===== config.mk =====
export PLATFORM = sky130hd
export DESIGN_NAME = ch_packet_scheduler_flat
export DESIGN_NICKNAME = d
export VERILOG_FILES = /design/src/rtl/ch_packet_scheduler_if.sv /design/src/rtl/ch_packet_scheduler.sv /design/src/flat_wrapper.sv
export SDC_FILE = /design/constraint.sdc
export NUM_CORES = 1
export LEC_CHECK = 0
export ABC_AREA = 1
export CORE_ASPECT_RATIO = 1.25
export CORE_MARGIN = 4
export CORE_UTILIZATION = 38
export CTS_CLUSTER_DIAMETER = 150
export DETAILED_ROUTE_END_ITERATION = 8
export PLACE_DENSITY_LB_ADDON = 0.15
export SETUP_SLACK_MARGIN = 0.05
export SLEW_MARGIN = 10
export SYNTH_ARGS = -nofsm -noshare
export SYNTH_HDL_FRONTEND = slang
export SYNTH_SLANG_ARGS = --single-unit

===== constraint.sdc =====
create_clock -name fifo_rdclk -period 3 [get_ports fifo_rdclk]
set_input_delay 0.6 -clock fifo_rdclk [delete_from_list [all_inputs] [get_ports fifo_rdclk]]
set_output_delay 0.6 -clock fifo_rdclk [all_outputs]
set_load 0.1 [all_outputs]

===== src/rtl/ch_packet_scheduler_if.sv =====
// Bundle of channel FIFO read-side signals and the upstream valid/ready link
// used by ch_packet_scheduler.
interface ch_packet_scheduler_if;
  logic [3:0]        ch_enable;
  logic [3:0][12:0]  ch_rdusedw;
  logic [3:0][63:0]  ch_q;
  logic [3:0]        ch_rdreq;
  logic              up_ready;
  logic              up_valid;
  logic [63:0]       up_data;
  logic              up_sop;
  logic              up_eop;
  logic              busy;
  logic [1:0]        cur_ch;

  modport master (
    input  ch_enable, ch_rdusedw, ch_q, up_ready,
    output ch_rdreq, up_valid, up_data, up_sop, up_eop, busy, cur_ch
  );

  modport slave (
    output ch_enable, ch_rdusedw, ch_q, up_ready,
    input  ch_rdreq, up_valid, up_data, up_sop, up_eop, busy, cur_ch
  );
endinterface


===== src/rtl/ch_packet_scheduler.sv =====
// Round-robin scheduler: drains one full packet at a time from four show-ahead
// channel FIFOs onto a single 64-bit valid/ready link, prefixed by a header word.
module ch_packet_scheduler #(
  parameter int unsigned PKT_LEN   = 128,
  parameter int unsigned SEQ_W     = 16,
  parameter logic [31:0] HDR_MAGIC = 32'hADF90C00
) (
  input  logic                  fifo_rdclk,
  input  logic                  rst_n,
  ch_packet_scheduler_if.master sched_if
);

  localparam logic [12:0] PktLenW  = 13'(PKT_LEN);
  localparam logic [11:0] LastBeat = 12'(PKT_LEN - 1);

  typedef enum logic [1:0] {StIdle, StHead, StPayload} state_e;

  state_e                  r_state, w_state_nxt;
  logic [11:0]             r_beat_cnt, w_beat_cnt_nxt;
  logic [1:0]              r_last_grant, w_last_grant_nxt;
  logic [1:0]              r_cur_ch, w_cur_ch_nxt;
  logic [3:0][SEQ_W-1:0]   r_seq, w_seq_nxt;
  logic                    r_up_valid, w_up_valid_nxt;
  logic                    r_up_sop, w_up_sop_nxt;
  logic                    r_up_eop, w_up_eop_nxt;
  logic [63:0]             r_up_data, w_up_data_nxt;

  logic                    w_accept;
  logic [3:0]              w_elig;
  logic                    w_any_elig;
  logic [1:0]              w_grant;
  logic [1:0]              w_idx;
  logic [3:0]              w_rdreq;

  assign w_accept = !r_up_valid || sched_if.up_ready;

  always_comb begin
    for (int i = 0; i < 4; i++) begin
      w_elig[i] = sched_if.ch_enable[i] && (sched_if.ch_rdusedw[i] >= PktLenW);
    end
  end

  // Search starts just after the last served channel; k == 4 wraps back to it.
  always_comb begin
    w_any_elig = 1'b0;
    w_grant    = r_last_grant;
    w_idx      = r_last_grant;
    for (int k = 1; k <= 4; k++) begin
      w_idx = r_last_grant + 2'(k);
      if (!w_any_elig && w_elig[w_idx]) begin
        w_any_elig = 1'b1;
        w_grant    = w_idx;
      end
    end
  end

  always_comb begin
    w_state_nxt      = r_state;
    w_beat_cnt_nxt   = r_beat_cnt;
    w_last_grant_nxt = r_last_grant;
    w_cur_ch_nxt     = r_cur_ch;
    w_seq_nxt        = r_seq;
    w_up_valid_nxt   = r_up_valid;
    w_up_sop_nxt     = r_up_sop;
    w_up_eop_nxt     = r_up_eop;
    w_up_data_nxt    = r_up_data;
    w_rdreq          = '0;

    // A consumed word drops its qualifiers unless a new word is loaded below.
    if (w_accept) begin
      w_up_valid_nxt = 1'b0;
      w_up_sop_nxt   = 1'b0;
      w_up_eop_nxt   = 1'b0;
    end

    unique case (r_state)
      StIdle: begin
        if (w_any_elig) begin
          w_cur_ch_nxt   = w_grant;
          w_beat_cnt_nxt = '0;
          w_state_nxt    = StHead;
        end
      end
      StHead: begin
        if (w_accept) begin
          w_up_data_nxt  = {HDR_MAGIC, {6'd0, r_cur_ch} + 8'd1, 8'h00, 16'(r_seq[r_cur_ch])};
          w_up_sop_nxt   = 1'b1;
          w_up_valid_nxt = 1'b1;
          w_state_nxt    = StPayload;
        end
      end
      StPayload: begin
        w_rdreq[r_cur_ch] = w_accept;
        if (w_accept) begin
          w_up_data_nxt  = sched_if.ch_q[r_cur_ch];
          w_up_valid_nxt = 1'b1;
          w_beat_cnt_nxt = r_beat_cnt + 12'd1;
          if (r_beat_cnt == LastBeat) begin
            w_up_eop_nxt        = 1'b1;
            w_last_grant_nxt    = r_cur_ch;
            w_seq_nxt[r_cur_ch] = r_seq[r_cur_ch] + 1'b1;
            w_beat_cnt_nxt      = '0;
            w_state_nxt         = StIdle;
          end
        end
      end
      default: w_state_nxt = StIdle;
    endcase
  end

  always_ff @(posedge fifo_rdclk) begin
    if (!rst_n) begin
      r_state      <= StIdle;
      r_beat_cnt   <= '0;
      r_last_grant <= 2'd3;
      r_cur_ch     <= '0;
      r_seq        <= '0;
      r_up_valid   <= 1'b0;
      r_up_sop     <= 1'b0;
      r_up_eop     <= 1'b0;
      r_up_data    <= '0;
    end else begin
      r_state      <= w_state_nxt;
      r_beat_cnt   <= w_beat_cnt_nxt;
      r_last_grant <= w_last_grant_nxt;
      r_cur_ch     <= w_cur_ch_nxt;
      r_seq        <= w_seq_nxt;
      r_up_valid   <= w_up_valid_nxt;
      r_up_sop     <= w_up_sop_nxt;
      r_up_eop     <= w_up_eop_nxt;
      r_up_data    <= w_up_data_nxt;
    end
  end

  assign sched_if.ch_rdreq = w_rdreq;
  assign sched_if.up_valid = r_up_valid;
  assign sched_if.up_data  = r_up_data;
  assign sched_if.up_sop   = r_up_sop;
  assign sched_if.up_eop   = r_up_eop;
  assign sched_if.busy     = (r_state != StIdle);
  assign sched_if.cur_ch   = r_cur_ch;

endmodule


===== src/flat_wrapper.sv =====
// flat-port wrapper written by rule: the top's interface ports become plain ports
module ch_packet_scheduler_flat 
#(
  parameter int unsigned PKT_LEN   = 128,
  parameter int unsigned SEQ_W     = 16,
  parameter logic [31:0] HDR_MAGIC = 32'hADF90C00
)
  (fifo_rdclk, rst_n, sched_if_ch_enable, sched_if_ch_rdusedw, sched_if_ch_q, sched_if_up_ready, sched_if_ch_rdreq, sched_if_up_valid, sched_if_up_data, sched_if_up_sop, sched_if_up_eop, sched_if_busy, sched_if_cur_ch);
  ch_packet_scheduler_if sched_if_i ();
  input  logic fifo_rdclk;
  input  logic rst_n;
  input wire logic [$bits(sched_if_i.ch_enable)-1:0] sched_if_ch_enable;
  input wire logic [$bits(sched_if_i.ch_rdusedw)-1:0] sched_if_ch_rdusedw;
  input wire logic [$bits(sched_if_i.ch_q)-1:0] sched_if_ch_q;
  input wire logic [$bits(sched_if_i.up_ready)-1:0] sched_if_up_ready;
  output wire logic [$bits(sched_if_i.ch_rdreq)-1:0] sched_if_ch_rdreq;
  output wire logic [$bits(sched_if_i.up_valid)-1:0] sched_if_up_valid;
  output wire logic [$bits(sched_if_i.up_data)-1:0] sched_if_up_data;
  output wire logic [$bits(sched_if_i.up_sop)-1:0] sched_if_up_sop;
  output wire logic [$bits(sched_if_i.up_eop)-1:0] sched_if_up_eop;
  output wire logic [$bits(sched_if_i.busy)-1:0] sched_if_busy;
  output wire logic [$bits(sched_if_i.cur_ch)-1:0] sched_if_cur_ch;
  assign sched_if_i.ch_enable = sched_if_ch_enable;
  assign sched_if_i.ch_rdusedw = sched_if_ch_rdusedw;
  assign sched_if_i.ch_q = sched_if_ch_q;
  assign sched_if_i.up_ready = sched_if_up_ready;
  assign sched_if_ch_rdreq = sched_if_i.ch_rdreq;
  assign sched_if_up_valid = sched_if_i.up_valid;
  assign sched_if_up_data = sched_if_i.up_data;
  assign sched_if_up_sop = sched_if_i.up_sop;
  assign sched_if_up_eop = sched_if_i.up_eop;
  assign sched_if_busy = sched_if_i.busy;
  assign sched_if_cur_ch = sched_if_i.cur_ch;
  ch_packet_scheduler #(.PKT_LEN(PKT_LEN), .SEQ_W(SEQ_W), .HDR_MAGIC(HDR_MAGIC)) u_core (.fifo_rdclk(fifo_rdclk), .rst_n(rst_n), .sched_if(sched_if_i));
endmodule

==> results of run 1 <==
layout by cell type, fill, tap and decap left out, drive strengths merged:
cell type,count
a211oi,1
o21ai,191
diode,4
ha,9
nor3b,1
clkinv,5
bufinv,4
nand3,72
inv,114
nor3,14
buf,102
nor4,1
a31oi,13
nand2,239
o22ai,50
clkdlybuf4s50,285
a21oi,85
xor2,14
nand4,15
or2,14
o211ai,49
clkinvlp,4
xnor2,4
and2,1
dfxtp,149
nor2,258
clkbuf,19
sequential cells by signal (all words and copies together), names as in the netlist, named ones only:
register and flops:
u_core.r_seq 64, u_core.sched_if.up_data 64, u_core.r_beat_cnt 12, u_core.r_last_grant 2, u_core.r_state 2, u_core.sched_if.cur_ch 2
layout make-up:
type	instances	area, sq um
sequential	149	2988
clock buffer	19	442.9
multi-input combinational	1031	5140
antenna	4	10.01
tap	288	360.3
timing repair buffer	387	3716
clock inverter	12	178.9
inverter	115	436.7
fill	2230	9844
power by group through the flow:
stage | Clock [uW] | Sequential [uW] | Combinational [uW]
2_1_floorplan | 0 | 3990 | 3170
3_3_place_gp | 0 | 2550 | 6530
3_5_place_dp | 0 | 2550 | 6550
4_1_cts | 2310 | 2510 | 6580
5_1_grt | 2400 | 2550 | 7090
6_report | 2270 | 2530 | 6580
worst max-delay path: cells and delay by family (launching register included):
kind	cells	cell delay, ns
and+or+nand+nor	1	0.23
buffers and inverters	3	0.60
DFF	1	0.57
adders and majority gates	1	0.21
kinds of logic after synthesis:
group,Yosys count,share of synthesized area
simple gates,615,0.2941
compound gates,389,0.2434
buf+inv,213,0.1006
flops,149,0.3318
xor+xnor,18,0.01754
fa+ha+maj,9,0.01253
final timing paths:
path	endpoint	depth (start not counted)
max	sched_if_ch_rdreq[3]	5
min	u_core.r_seq[32]	2
max reg2reg	u_core.r_seq[42]	8
min reg2reg	u_core.r_seq[32]	2
per-stage QoR:
stage / total power, uW / area (sq um)
floorplan: 7152 / 9026
global placement: 9088 / 12640
detailed placement: 9105 / 12640
CTS: 11410 / 13260
global route: 12030 / 13270
finish: 11370 / 13270
routing by layer:
layer / wire (microns) / global-route usage
met1: 15770 / 0.3578
met2: 16970 / 0.4315
met3: 3818 / 0.1005
met4: 1010 / 0.09312
met5: 13 / 0
==> impl_metrics.tcl, run 1 <==
set metrics [dict create \
    netlist_area_sq_mm 0.008990 \
    synth-async-reset-ratio 0 \
    post-cts-setup-buffers 0 \
    die_w_microns 145.6 \
    p_seq_frac 0.222 \
    cts_tree "done" \
    irDropWorstVdd_uv 751.4 \
    fin_hold_ws_ns 0.4523 \
    ioPinCount 389 \
    coreArea_sq_mm 0.02312 \
    rsz0062_at_grt "false" \
    initialDrtViolationCount 805 \
    start_util 0.3889 \
    intPower_uw 5506 \
    cp_data_required_time_ns 2.40 \
    fin_crit_sh 0.8898 \
    netlist.area_leader.share 0.3318 \
    finalNonFillerCells 2005 \
    final_antenna_net_count 0 \
    combPwrFrac 0.578 \
    worstPathArrival_ns 2.07 \
    wl_mm 37.59 \
    synth_seq_cells 149 \
    critPathMaxFanout 27 \
    placed_cells 1970 \
    reg2reg_slack_ns 0.49 \
    numPortBuffers 360 \
    ys.warnings.count 0 \
    hold_viol_final 0 \
    rows 62 \
    tns_ns 0 \
    slew_violations 0 \
    drive_gt1_frac 0.1185 \
    remaining_drc_errors 0 \
    crit_path_top_delay_cell "dfxtp_4" \
    synth_cells 1393 \
    syn_to_final_growth_pct 47.64 \
    critPathLaunchType "flop" \
    synthTopCellsByArea "dfxtp_1 33%, nor2_1 10%, o21ai_0 10%, nand2_1 9.4%, a21oi_1 4.7%" \
    clk_pin_slew_worst_paths_ns 0.06 \
    place.gp.congestion 0.9117 \
    clock_skew_ns 0.01390 \
    power.share.switching 0.5159 \
    die_area_sq_mm 0.02620 \
    worstMarginPinSlew_ns 0.6981 \
    synth_largest_area_cell "dfxtp_1" \
    vias 10620 \
    drt_pass1_iterations 8 \
    max_freq_ghz 0.3746 \
    worstSkewPairLatency_ns 0.43 \
    cpPeakStageDelay_ns 0.57 \
    critical_path_class "reg -> out" \
    slew_headroom 0.5346 \
    synth.distinct_cells 39 \
    ctsHoldBuffers 0 \
    crit_chain "buf_4 -> ha_1 -> inv_1 -> nor2_2 -> buf_12" \
    synth_nets 1717 \
    synth_most_common_cell "nor2_1" \
    numCtsBuffers 17 \
    grt_usage 0.2775 \
    synth_top_cells_by_count "250 x nor2_1, 226 x nand2_1, 181 x o21ai_0" \
    clockBufferDepth 2 \
    vias_per_cell 5.294 \
    min_period_ns 2.669 \
    status "completed" \
    worst_slack_ns 0.3307 \
    setup_viol 0 \
    cp-end-kind "primary output" \
    min_from "u_core.r_seq[32]" \
    die_h_microns 180.0 \
    cts_resized 0 \
    netSwitchingPower_uw 5868 \
    power.leakage_uw 0.005499 \
    syn_avg_cell_area_sq_um 6.454 \
    hp-class "reg -> reg" \
    synth_edf_count 0 \
    maxCapViolCount 0 \
    postLayoutCoreUtil 0.5742 \
    num-nets-final 2025 \
    antenna_found_initial 5 \
    grt_pass1_wl_mm 57.64 \
    grt.overflow.total 0 \
    cts.sinks 149 \
    grt_pass1_vias 9961 \
    dp_hpwl_mm 28.23 \
    worstSetupStartpoint "u_core.sched_if.cur_ch[0]" \
    post_drt_wl_per_cell_microns 18.75 \
    p_clk_frac 0.200 \
    root_buffer "clkbuf_16" \
    grt_max_degree 79 \
    p_per_area_mw_per_mm2 857.0 \
    synth_seq_area_share 0.3318 \
    pre_cts_ws_ns 0.2998 \
    h-tree-depth 4 \
    synthFlopType "dfxtp_1" \
    r2r-start "u_core.sched_if.cur_ch[0]" \
]
(Power assumes the default switching activity.)
==> inputs of run 2 (changes only) <==
--- a/config.mk
+++ b/config.mk
@@ -5,7 +5,7 @@
 export SDC_FILE = /design/constraint.sdc
 export NUM_CORES = 1
 export LEC_CHECK = 0
-export ABC_AREA = 1
+export ABC_AREA = 0
 export CORE_ASPECT_RATIO = 1.25
 export CORE_MARGIN = 4
 export CORE_UTILIZATION = 38
==> impl_metrics.tcl, run 2 <==
set metrics [dict create \
    vias_per_cell 5.480 \
    status "completed" \
    grt_pass1_vias 7652 \
    remaining_drc_errors 0 \
    layout_commonest_cell "clkdlybuf4s50_1" \
    hp-class "reg -> reg" \
    power.leakage_uw 0.004460 \
    worstMarginPinSlew_ns 0.7076 \
    synth_seq_area_share 0.3740 \
    grt_use_met1 0.2788 \
    cpPeakStageDelay_ns 0.53 \
    syn_to_final_growth_pct 55.40 \
    syn_avg_cell_area_sq_um 10.55 \
    clock_skew_ns 0.01406 \
    crit_path_top_delay_cell "dfxtp_4" \
    intPower_uw 4658 \
    die_area_sq_mm 0.02338 \
    netlist.area_leader.share 0.3740 \
    cp_data_required_time_ns 2.40 \
    rr_endpoint "u_core.sched_if.up_data[15]" \
    numCtsBuffers 17 \
    reg2reg_slack_ns 0.53 \
    critPathLaunchType "flop" \
    synth_nets 1080 \
    cts_tree "done" \
    clk_pin_slew_worst_paths_ns 0.06 \
    synth_seq_cells 149 \
    antenna_found_initial 5 \
    cp-end-kind "primary output" \
    netlist_area_sq_mm 0.007975 \
    rsz0062_at_grt "false" \
    worstPathArrival_ns 2.17 \
    worst_r2r_path_depth 7 \
    coreArea_sq_mm 0.02074 \
    p_clk_frac 0.289 \
    post_drt_wl_per_cell_microns 20.88 \
    irDropWorstVdd_uv 479.9 \
    h-tree-depth 4 \
    grt.overflow.total 0 \
    ioPinCount 389 \
    worstSetupStartpoint "u_core.sched_if.cur_ch[1]" \
    final_cell_mix "285 x clkdlybuf4s50_1, 147 x dfxtp_1, 95 x nor2_1, 89 x buf_4, 76 x mux4_2" \
    hold_viol_final 0 \
    synth_edf_count 0 \
    grt_util_met2 0.4042 \
    synth.distinct_cells 55 \
    dp_hpwl_mm 22.51 \
    synthTopCellsByArea "dfxtp_1 37%, mux4_2 21%, nor2_1 4.5%, a211oi_1 3.2%, a21oi_1 3.1%" \
    synth_cells 756 \
    r2r-start "u_core.r_state[0]" \
    final_antenna_net_count 0 \
    worstSkewPairLatency_ns 0.43 \
    p_per_area_mw_per_mm2 618.8 \
    ys.warnings.count 0 \
    critPathMaxFanout 32 \
    rows 59 \
    die_w_microns 137.6 \
    min_period_ns 2.772 \
    synth-async-reset-ratio 0 \
    netSwitchingPower_uw 3011 \
    drive_gt1_frac 0.2258 \
    synth_most_common_cell "dfxtp_1" \
    fin_hold_ws_ns 0.4577 \
    place.gp.congestion 0.8384 \
    grt_usage 0.2407 \
    grt_max_degree 63 \
    slew_headroom 0.5282 \
    drt_pass1_iterations 5 \
    use_met3 0.07717 \
    cts_resized 0 \
    ctsHoldBuffers 0 \
    slew_violations 0 \
    synthFlopType "dfxtp_1" \
    setup_viol 0 \
    grt_busiest_layer "met2" \
    die_h_microns 170.0 \
    power.share.switching 0.3926 \
    root_buffer "clkbuf_16" \
    synth_largest_area_cell "dfxtp_1" \
    combPwrFrac 0.415 \
    synth_top_cells_by_count "149 x dfxtp_1, 95 x nor2_1, 76 x mux4_2" \
    max_freq_ghz 0.3607 \
    vias 7584 \
    critical_path_class "reg -> out" \
    p_seq_frac 0.297 \
    tns_ns 0 \
    grt_pass1_wl_mm 42.61 \
    wl_mm 28.90 \
    initialDrtViolationCount 412 \
    maxCapViolCount 0 \
    fin_crit_sh 0.9240 \
    num-nets-final 1418 \
    clockBufferDepth 2 \
    crit_chain "buf_4 -> inv_1 -> ha_1 -> and3_2 -> buf_12" \
    post-cts-setup-buffers 0 \
    crit_path_end "sched_if_ch_rdreq[1]" \
    start_util 0.3845 \
    cts.sinks 149 \
    numPortBuffers 360 \
]
## run 2: layout make-up
| type | instances | area [sq um] |
|---|---|---|
| multi-input cells | 528 | 4648 |
| clock inverters | 14 | 173.9 |
| fillers | 1808 | 8351 |
| repair buffers | 386 | 3746 |
| clock buffers | 18 | 439.2 |
| diodes | 3 | 7.507 |
| inverters | 12 | 45.04 |
| flip-flops and latches | 149 | 2990 |
| well taps | 274 | 342.8 |
## run 2: worst min-delay path by stage
| stage | depth (start not counted) | end | from |
|---|---|---|---|
| 6_report | 2 | u_core.r_seq[17] | u_core.r_seq[17] |
| 5_1_grt | 2 | u_core.r_seq[17] | u_core.r_seq[17] |
| 4_1_cts | 2 | u_core.r_seq[17] | u_core.r_seq[17] |
| 3_5_place_dp | 2 | u_core.r_seq[17] | u_core.r_seq[17] |
| 3_3_place_gp | 2 | u_core.r_seq[33] | u_core.r_seq[33] |
| 2_1_floorplan | 1 | u_core.r_beat_cnt[11] | u_core.r_beat_cnt[11] |
## run 2: metrics by stage
step	power [uW]	utilization	std cells	instance area [sq um]	setup WS, ns
finish	7668	0.5974	1384	12390	0.2280
global route	7974	0.5974	1384	12390	0.1239
CTS	7734	0.5971	1381	12390	0.1848
detailed placement	5516	0.5675	1349	11770	0.05455
global placement	5495	0.5675	1349	11770	0.1005
floorplan	4532	-	756	7988	0.05632
## run 2: cells by family after synthesis
family                   Yosys count  synth area share
multiplexers                     104            0.2560
AO/OA/AOI/OAI                    208            0.1746
buffers and inverters             79           0.04408
adder cells (fa/ha/maj)            9           0.01412
AND/OR/NAND/NOR                  193            0.1217
flip-flops                       149            0.3740
XOR/XNOR                          14           0.01538
## run 2: power by group through the flow
stage               Sequential, uW  Combinational [uW]  Clock [uW]
floorplan                     3400                1130           0
global placement              2320                3180           0
detailed placement            2320                3200           0
CTS                           2280                3200        2250
global route                  2300                3340        2340
finish                        2280                3180        2210
## run 2: metal layers
metal	routed length, microns	part of all wire
met5	21	0.00073
met4	1129	0.039
met3	2546	0.088
met2	14470	0.50
met1	10740	0.37
## run 2: worst max-delay path, delay by kind of cell (launching register included)
family | cells | cell delay [ns]
buf+inv | 3 | 0.78
flops | 1 | 0.53
simple gates | 1 | 0.21
fa+ha+maj | 1 | 0.20
==> patch, RTL diff (settings of run 2) <==
Encoding of `state_e`: now one-hot (3 bits for 3 states).
--- a/src/rtl/ch_packet_scheduler.sv
+++ b/src/rtl/ch_packet_scheduler.sv
@@ -13,7 +13,7 @@
   localparam logic [12:0] PktLenW  = 13'(PKT_LEN);
   localparam logic [11:0] LastBeat = 12'(PKT_LEN - 1);
 
-  typedef enum logic [1:0] {StIdle, StHead, StPayload} state_e;
+  typedef enum logic [2:0] {StIdle = 3'b001, StHead = 3'b010, StPayload = 3'b100} state_e;
 
   state_e                  r_state, w_state_nxt;
   logic [11:0]             r_beat_cnt, w_beat_cnt_nxt;
Formal check against the unedited RTL: same outputs for any inputs over 4 cycles, from zero or initial values and one cycle with rst_n low; so few cycles prove little.
==> patch against run 2 <==
Power shrank 1.2%; sequential share of layout area grew 0.11 points; design area grew 0.22%; via count grew 2.0%; non-clock buffer count grew 7; sequential cell count grew 1; routed wire length grew 11%; synthesized area shrank 0.94%; worst setup slack gained 170 ps; largest power group unchanged; highest routed layer is now met4.
==> patch: results (changes against run 2) <==
| Metric | Value |
|---|---|
| Via Count | 7,736 (+2.0%) |
| Commonest cells in the netlist | dfxtp_1 (150), nor2_1 (101), mux4_2 (79), nand2_1 (54), a21oi_1 (48) |
| Max incr delay on CP | 600 ps (+70 ps) |
| Register-to-Register Path Depth | 6 (-1) |
| Initial antenna violation count | 4 (-1) |
| Pwr Density | 610.1 nW/um2 (-1.4%) |
| Final net count | 1,434 (+1.1%) |
| Port bufs | 360 (unchanged) |
| First DRT Iteration DRCs | 428 (+3.9%) |
| Crit path DAT | 2920 ps (+750 ps) |
| Clk power | 2.46 mW (+11%) |
| Reg power frac | 30.0% (+0.3 points) |
| Clk_skew | 13.62 ps (-0.4409 ps) |
| WL per Instance | 22.99 um (+10%) |
| Post-Syn Nets | 1,090 (+0.93%) |
| Share of cells above drive strength 1 | 21.42% (-1.2 points) |
| Largest cells by area after synthesis | dfxtp_1 (38%), mux4_2 (23%), nor2_1 (4.8%) |
| Least-Margin Pin Slew | 832.0 ps (+124.3 ps) |
| Vias in the first global route | 7,596 (-0.73%) |
| Largest net degree at the start of global routing | 66 (+4.8%) |
| Int Pwr | 4.870 mW (+4.6%) |
| Global-route wire length before repair | 46,030 um (+8.0%) |
| CP max FO | 19 (-41%) |
| Post-DP HPWL | 24,750 um (+10%) |
| Area after DPL | 11,740 um2 (-0.28%) |
| Reg2reg setup slack | 400 ps (-130 ps) |
| Gr usage total | 26.44% (+2.4 points) |
| Area grow syn2layout | 57.22% |
| Status | complete, no violations |
| Sequential element share of the synthesized area | 38.01% (+0.61 points) |
| Max IR drop VDD | 0.3916 mV (-18%) |
| Leak pwr | 4.504 nW (+0.98%) |
[patch: cell types whose count changed in the layout (fill, tap and decap cells not counted), sizes merged, moves of 6 or more]
cell,delta
a311oi,+13
a22oi,-31
o22ai,+13
a22o,+32
o221a,-9
buf,+6
o31ai,-7
mux2i,-17
nand2,+22
o21ai,-11
[patch: area by class of cell]
class | instances | area [um2]
flip-flops and latches | 150 | 3010
diodes | 4 | 10.01
fillers | 1718 | 7899
multi-input cells | 541 | 4563
inverters | 10 | 37.54
clock inverters | 14 | 245.2
well taps | 270 | 337.8
clock buffers | 17 | 425.4
repair buffers | 393 | 3791
[patch: metal layers]
layer	vias to the layer above	part of all wire, %	wire length [um]	track usage [%]
met1	3792	40	12720	32.85
met2	294	50	16070	44.35
li1	3615	-	-	-
met5	-	0	0	0
met3	35	8.3	2675	7.325
met4	0	2.2	699	8.637
[patch: per-stage QoR]
stage	hold slack [ps]	std cells	setup WS, ps
finish	462.6	1399	395.5
global route	492.1	1399	192.2
CTS	466.2	1395	394.2
detailed placement	456.6	1364	-15.69
global placement	441.7	1364	25.43
floorplan	433.1	769	170.7
[patch: final timing paths]
check / start / to
hold / removal: register / register
setup reg to reg: u_core.sched_if.cur_ch[0] / u_core.r_seq[31]
setup / recovery: u_core.sched_if.cur_ch[0] / u_core.r_seq[31]
hold reg to reg: register / register
[patch: cell families after synthesis]
family                   synth area share, %
adder cells (fa/ha/maj)               0.9502
XOR/XNOR                               1.774
AND/OR/NAND/NOR                        12.32
AO/OA/AOI/OAI                          18.99
buffers and inverters                  4.403
multiplexers                           23.55
flip-flops                             38.01
[patch: worst max-delay path, delay by kind of cell (launching register included)]
family | cells | cell delay, ps
and+or+nand+nor | 3 | 930
DFF | 1 | 600
AOI/OAI and AO/OA | 1 | 330
muxes | 1 | 390
xor gates and xnor gates | 1 | 230
